File: src/rtl/tristate_bus_arbiter.sv
// Round-robin owner sequencer for a keeper-held tristate bus: one-hot output
// enables with forced all-off turnaround between owners and optional hold limit.
module tristate_bus_arbiter #(
    parameter int N           = 4,
    parameter int TURN_CYCLES = 2,
    parameter int MAX_HOLD    = 8,
    parameter int CW          = 4,
    localparam int IW         = (N > 1) ? $clog2(N) : 1
) (
    input  logic          CLK,
    input  logic          RST,
    input  logic [N-1:0]  REQ,
    output logic [N-1:0]  GNT,
    output logic [N-1:0]  OE,
    output logic [IW-1:0] OWNER,
    output logic          PARKED,
    output logic          PREEMPT
);

    typedef enum logic [1:0] {
        S_IDLE,
        S_OWN,
        S_TURN
    } state_t;

    state_t        state_q, state_d;
    logic [IW-1:0] ptr_q, ptr_d;
    logic [CW-1:0] hold_q, hold_d;
    logic [CW-1:0] turn_q, turn_d;
    logic [N-1:0]  gnt_q, gnt_d;
    logic [IW-1:0] owner_q, owner_d;
    logic          preempt_q, preempt_d;
    logic          parked_q, parked_d;

    logic          win_found;
    logic [IW-1:0] win_idx;
    logic [IW-1:0] win_next;
    logic [N-1:0]  win_onehot;
    logic          owner_req;
    logic          limit_hit;
    int            cand;

    // Scan upward from the rotating pointer, wrapping modulo N.
    always_comb begin
        win_found = 1'b0;
        win_idx   = '0;
        cand      = 0;
        for (int k = 0; k < N; k++) begin
            cand = int'(ptr_q) + k;
            if (cand >= N) begin
                cand = cand - N;
            end
            if (!win_found && REQ[cand[IW-1:0]]) begin
                win_found = 1'b1;
                win_idx   = cand[IW-1:0];
            end
        end
    end

    assign win_next = (win_idx == IW'(N - 1)) ? '0 : win_idx + IW'(1);

    for (genvar gi = 0; gi < N; gi++) begin : g_onehot
        assign win_onehot[gi] = win_found && (win_idx == IW'(gi));
    end

    assign owner_req = REQ[owner_q];
    assign limit_hit = (MAX_HOLD != 0) && (hold_q == CW'(MAX_HOLD));

    always_comb begin
        state_d   = state_q;
        ptr_d     = ptr_q;
        hold_d    = hold_q;
        turn_d    = turn_q;
        gnt_d     = gnt_q;
        owner_d   = owner_q;
        preempt_d = 1'b0;

        case (state_q)
            S_IDLE: begin
                if (win_found) begin
                    state_d = S_OWN;
                    gnt_d   = win_onehot;
                    owner_d = win_idx;
                    hold_d  = CW'(1);
                    ptr_d   = win_next;
                end
            end
            S_OWN: begin
                if (!owner_req || limit_hit) begin
                    state_d   = S_TURN;
                    gnt_d     = '0;
                    owner_d   = '0;
                    hold_d    = '0;
                    turn_d    = CW'(1);
                    // A simultaneous drop of REQ counts as a voluntary release.
                    preempt_d = limit_hit && owner_req;
                end else if (hold_q != {CW{1'b1}}) begin
                    hold_d = hold_q + CW'(1);
                end
            end
            S_TURN: begin
                if (turn_q == CW'(TURN_CYCLES)) begin
                    turn_d = '0;
                    if (win_found) begin
                        state_d = S_OWN;
                        gnt_d   = win_onehot;
                        owner_d = win_idx;
                        hold_d  = CW'(1);
                        ptr_d   = win_next;
                    end else begin
                        state_d = S_IDLE;
                    end
                end else begin
                    turn_d = turn_q + CW'(1);
                end
            end
            default: begin
                state_d = S_IDLE;
                gnt_d   = '0;
                owner_d = '0;
                hold_d  = '0;
                turn_d  = '0;
            end
        endcase

        parked_d = ~|gnt_d;
    end

    always_ff @(posedge CLK) begin
        if (RST) begin
            state_q   <= S_IDLE;
            ptr_q     <= '0;
            hold_q    <= '0;
            turn_q    <= '0;
            gnt_q     <= '0;
            owner_q   <= '0;
            preempt_q <= 1'b0;
            parked_q  <= 1'b1;
        end else begin
            state_q   <= state_d;
            ptr_q     <= ptr_d;
            hold_q    <= hold_d;
            turn_q    <= turn_d;
            gnt_q     <= gnt_d;
            owner_q   <= owner_d;
            preempt_q <= preempt_d;
            parked_q  <= parked_d;
        end
    end

    assign GNT     = gnt_q;
    assign OE      = gnt_q;
    assign OWNER   = owner_q;
    assign PARKED  = parked_q;
    assign PREEMPT = preempt_q;

endmodule

File: config.mk
export PLATFORM = sky130hd
export DESIGN_NAME = tristate_bus_arbiter
export DESIGN_NICKNAME = d
export VERILOG_FILES = /design/src/rtl/tristate_bus_arbiter.sv
export SDC_FILE = /design/constraint.sdc
export NUM_CORES = 1
export LEC_CHECK = 0
export BUFFER_PORTS_ARGS = -buffer_cell sky130_fd_sc_hd__buf_2
export CAP_MARGIN = 30
export CORE_MARGIN = 1.5
export CORE_UTILIZATION = 50
export DETAILED_ROUTE_END_ITERATION = 8
export HOLD_SLACK_MARGIN = 0.1
export MAX_ROUTING_LAYER = met4
export PLACE_DENSITY = 0.76
export SYNTH_ARGS = -nofsm -noshare
export SYNTH_HDL_FRONTEND = slang
export SYNTH_SLANG_ARGS = --single-unit
export TNS_END_PERCENT = 10
File: constraint.sdc
create_clock -name CLK -period 4.65 [get_ports CLK]
set_input_delay 1.1625 -clock CLK [delete_from_list [all_inputs] [get_ports CLK]]
set_output_delay 1.1625 -clock CLK [all_outputs]
set_load 0.1 [all_outputs]
# Yosys cells after proc, flatten, opt, wreduce, memory -nomap -nowiden
# Index checks and enable logic that the tools add are counted.
totals:
  regBits: 20
  inputBits: 6
  out_inout_bits: 12
  elab_cells: 113
op_classes:
  addsub: 10
  order_cmp: 9
  n_eq_ne: 12
  muxes: 47
  n_bitwise: 3
  reduce_logical: 24
op_table:
  columns: ["operator", "n"]
  rows:
  - ["$mux 4", 9]
  - ["$pmux 4 s3", 3]
  - ["$mux 2", 17]
  - ["$lt 2x3->1 const B", 5]
  - ["$pmux 2 s3", 2]
  - ["$bmux 1 s2", 5]
  - ["$mux 1", 10]
  - ["$ge 3x3->1 const B", 3]
  - ["$add 4x1->4 const B", 2]
  - ["$logic_and 1x1->1", 8]
  - ["$reduce_and 2->1", 4]
  - ["$sub 2x1->2 const B", 4]
  - ["$add 2x2->3 const B", 2]
  - ["$eq 2x2->1 const B", 3]
  - ["$ne 2x2->1 const B", 3]
  - ["$logic_not 1->1", 5]
  - ["$eq 2x1->1 const B", 2]
  - ["$eq 4x2->1 const B", 1]
  - ["$eq 4x4->1 const B", 1]
  - ["$logic_not 2->1", 2]
  - ["$ne 4x4->1 const B", 1]
  - ["$pmux 2 s2", 1]
  - ["$reduce_or 4->1", 1]
  - ["$add 2x1->3 const B", 1]
  - ["other kinds (8)", 10]

# Depth between registers and ports, before layout
depth:
  ltp_word: 21
  depth_mapped: 9
  mapped_depth_nobuf: 9

# Worst setup path before layout
# Ideal clock, no wire load.
synth_path:
  kind: "in2reg"
  start: "input REQ[0]"
  end: "register parked_q, in the netlist PARKED"
  setup_time_ns: 0.116
  arrival_time_ns: 2.530
  t_required_ns: 4.534
  setup_slack_ns: 2.003
  path_stages: 8
  n_path_buf: 0
  cell_sequence: "a21oi_1 -> o21ai_0 -> o2bb2a_1 -> ha_1 -> o211ai_1 -> nor2b_1 -> a311o_1 -> a41o_1"
synth_via:
  elab_chain_cells: 19
  word_cells_on_any_way: 40
  cone_classes: "3 x eq/ne; 22 x mux; 15 x reduce/logical"
synth_lines:
  columns: ["item", "line_no", "rtl"]
  rows:
  - ["from (decl)", "12", "input logic [N-1:0] REQ,"]
  - ["$bmux 1 s2", "53", "if (!win_found && REQ[cand[IW-1:0]]) begin"]
  - ["$mux 1 (implied by the code)", "53", null]
  - ["$mux 1", "53", null]
  - ["$logic_not 1->1", "53", null]
  - ["$logic_and 1x1->1", "53", null]
  - ["$mux 1", "53", null]
  - ["$logic_not 1->1", "53", null]
  - ["$logic_and 1x1->1", "53", null]
  - ["[3 not listed]", null, null]
  - ["$mux 2", "53", null]
  - ["$eq 2x1->1, or another cell as far along", "63", "assign win_onehot[gi] = win_found && (win_idx == IW'(gi));"]
  - ["$logic_and 1x1->1", "63", null]
  - ["$mux 4", "80, 104", null]
  - ["$mux 4", "102", "if (turn_q == CW'(TURN_CYCLES)) begin"]
  - ["$pmux 4 s3 *", "78", "case (state_q)"]
  - ["$reduce_or 4->1 *", "126", "parked_d = ~|gnt_d;"]
  - ["$logic_not 1->1 *", "126", null]
  - ["to (signal assigned)", "147", "parked_q <= parked_d;"]
  - ["to (decl)", "33", "logic parked_q, parked_d;"]
# Mark *: on every way between the ends. The rest lies on a longest branch, timed or not. The select of a mux whose other input is x is not followed.
# A chain may end at the register's enable or synchronous reset.

# Worst setup path in the final report
# Same ends and word-level chain as after synthesis.

==> reports/results.tsv <==
metric	value	unit
share_of_post_route_cells_with_drive_strength_above_1	0.1737	
cp_startpoint_kind	input pin	
leakage	0.5813	nW
fin_nets	188	
placed_area	1426	um2
slowest_stage	nor3_1	
fraction_of_the_yosys_area_taken_by_sequential_cells	0.2920	
cts_hold_repair.buffers	0	
power-per-cell-area	598.2	nW/um2
finalNonFillerCells	197	
type_of_the_tightest_min_delay_check	flip-flop to flip-flop	
place.detailed.hpwl	2.202	mm
tightest_slew	0.5465	ns
cts_max_path_buffers	2	
multiInputGateArea	862.1	um2
synth_top_area_share	0.2920	
timing.hold.ws	0.5222	ns
cts_htree_levels	1	
worst_ep_arrival_time	2.93	ns
number_of_placed_instances_with_taps_included	194	
net_count_after_synthesis	177	
via_total_after_detailed_routing	1224	
cts-root-buf	clkbuf_4	
regToRegEndpoint	PARKED$_SDFF_PP1_	
clock-skew-final	0.004126	ns
placementRows	18	
slew_headroom	0.6329	
final_min_period_over_clock_period	0.5758	
max-cap-violations	0	
flow.area_growth_from_synthesis	5.657	%
core-area	2545	um2
path_clk_slew	0.11	ns
later_pin_clock_latency_in_the_skew_report	0.30	ns
vdd.ir_drop.worst	353.5	uV
worst_path_dominant_cell_family	simple AND/OR/NAND/NOR gates	
detail_route.drc_violations	0	
outcome	completed	
cts_tree	built	
final.fill_count	240	
netlist.top_cell.by_area	dfxtp_1	
final_cell_area	1449	um2
grt_setup_unrepaired	no	
worst-path-buf-inv	2	
finalHoldViolCount	0	
overall_track_demand_over_capacity_in_global_routing	0.2096	
timing.rr.start	ptr_q[1]$_SDFFE_PP0P_	
synth-seq-cells	20	
capturing_instance_or_port_of_the_critical_path	PARKED$_SDFF_PP1_	
post_synthesis_cells	158	
period_needed	2.678	ns
floorplan.initialDensity	0.5388	
crit_required	4.90	ns
rrSetupSlack	2.46	ns
setup.worst_path.class	input pin to flip-flop	
vias_per_cell	6.213	
post_cts.resized_instances	0	
grt_pass1_vias	1116	
pre_cts_ws	1.650	ns
chipWidth	55.37	um
worst_setup_path_end_kind	flip-flop	
clock_sink_count	20	
fmax	373.5	MHz
worst-path-max-fanout	7	
layout.core_utilization	0.5693	
routed_length_per_instance	15.07	um
synthesis.yosys.warnings	0	
finalWorstSetupSlack	1.972	ns
worstSetupPathDepth	10	
wl	2.969	mm
detail-route-antenna-nets	0	
drt-initial-drc-count	45	
cp-startpoint	REQ[0]	
synthTopCellsByArea	dfxtp_1 29%, ha_1 12%, nor2_1 5.2%	
post_synth_instance_area	1371	um2
total_power	866.7	uW
yosys.cell_types.count	43	
critPathMaxStageDelay	0.48	ns
gp_routability_congestion	0.8754	
worstHoldStart	turn_q[2]$_SDFFE_PP0P_	
grt_start_max_net_pins	21	
port-buffer-count	17	
die_area	3066	um2
setup_tns	0	ns
boundaryPins	18	
grt_antenna_before_repair	0	
regArea	400.4	um2
overall_overflow_remaining_after_global_route	0	
reg2regPathDepth	9	
first_pass_iteration_count_of_the_detailed_router	4	
post-cts-setup-buffers	0	
avgSynthCellArea	8.679	um2
cts_made_buffers	3	
setup_viol_count_final	0	
maxSlewViolCount	0	
die_height	55.37	um
cp_cell_sequence	buf_2 -> mux2i_1 -> nor2_1 -> nor3_1 -> inv_1 -> ha_1 -> o211ai_1 -> nor2b_1 -> a311o_1 -> a41o_1	
num_antenna_cells	0	
global_route_wire_length_before_repair	5.154	mm
## cell families (layout without fill, tap and decap cells)
kind of cell | count (synthesis) | after routing | synth area share
AOI/OAI and AO/OA | 44 | 44 | 0.2527
and+or+nand+nor | 52 | 52 | 0.2062
adders and majority gates | 13 | 13 | 0.1186
DFF | 20 | 20 | 0.2920
buffers and inverters | 22 | 31 | 0.07938
muxes | 7 | 7 | 0.05110
## flip-flops by register name (all words and copies together), names as in the netlist
signal,flops
OWNER,2
state_q,2
PARKED,1
ptr_q,2
PREEMPT,1
hold_q,4
GNT,4
turn_q,4
## tightest hold or removal path, delay by kind of cell (launching register included)
| kind | cells | cell delay (ns) |
|---|---|---|
| flip-flops | 1 | 0.35 |
| AO/OA/AOI/OAI | 2 | 0.13 |
## layout make-up
type | count | area share
well taps | 30 | 0.02591
repair buffers | 17 | 0.05872
flip-flops and latches | 20 | 0.2763
clock buffers | 3 | 0.01554
inverters | 11 | 0.02850
multi-input cells | 116 | 0.5950
## cells in the mapped netlist
master / instances
o2bb2a_1: 1
nand2_1: 8
a21oi_1: 11
nand3b_1: 2
o22ai_2: 1
or4_4: 1
o32ai_1: 1
a41o_1: 2
o22a_2: 1
and4bb_2: 1
or3b_1: 1
o31ai_1: 3
dfxtp_1: 20
o311ai_2: 1
mux2i_1: 7
a211oi_1: 2
nand4_1: 1
nand2b_1: 1
a2bb2oi_2: 1
and3b_1: 1
o2bb2ai_1: 1
a311o_1: 1
a32oi_1: 5
a31oi_1: 1
nor2b_1: 2
inv_1: 11
buf_6: 1
ha_1: 13
nor3b_1: 1
nand3_1: 5
nor3_1: 5
o21ai_0: 3
buf_4: 5
or2_2: 1
a41oi_1: 2
nand4b_1: 1
clkbuf_1: 5
nor4_4: 1
o21ai_1: 2
a211oi_4: 1
nor2_1: 19
nor4_1: 1
o211ai_1: 4
## report_power, final
group | switching (mW) | total, mW | internal, mW
logic | 0.373 | 0.531 | 0.158
clock network | 0.0541 | 0.0844 | 0.0303
registers | 0.0419 | 0.251 | 0.209
total | 0.469 | 0.867 | 0.398
## cell usage in the layout, fill, tap and decap left out, types with 2 or more instances in the layout
master / count
buf_2: 17
a211oi_1: 2
mux2i_1: 7
ha_1: 13
a32oi_1: 5
o211ai_1: 4
a41o_1: 2
nor2_1: 19
o21ai_0: 3
o31ai_1: 3
dfxtp_1: 20
nand2_1: 8
nor2b_1: 2
a21oi_1: 11
inv_1: 11
o21ai_1: 2
a41oi_1: 2
nand3_1: 5
nand3b_1: 2
clkbuf_4: 3
nor3_1: 5
## worst min-delay path by stage
| stage | end | cells after the start | slack [ns] |
|---|---|---|---|
| 6_report | turn_q[2]$_SDFFE_PP0P_ | 2 | 0.52 |
| 5_1_grt | turn_q[0]$_SDFFE_PP0P_ | 2 | 0.57 |
| 4_1_cts | turn_q[2]$_SDFFE_PP0P_ | 2 | 0.52 |
| 3_5_place_dp | turn_q[2]$_SDFFE_PP0P_ | 2 | 0.50 |
| 3_3_place_gp | turn_q[3]$_SDFFE_PP0P_ | 2 | 0.49 |
| 2_1_floorplan | turn_q[3]$_SDFFE_PP0P_ | 2 | 0.46 |
## routing by layer
layer	track usage	vias to the layer above	routed length, um
li1	-	598	-
met1	0.2659	581	1399
met2	0.3282	37	1372
met3	0.05152	8	134
met4	0.06620	0	63
met5	-	-	0
(Power assumes the default switching activity.)
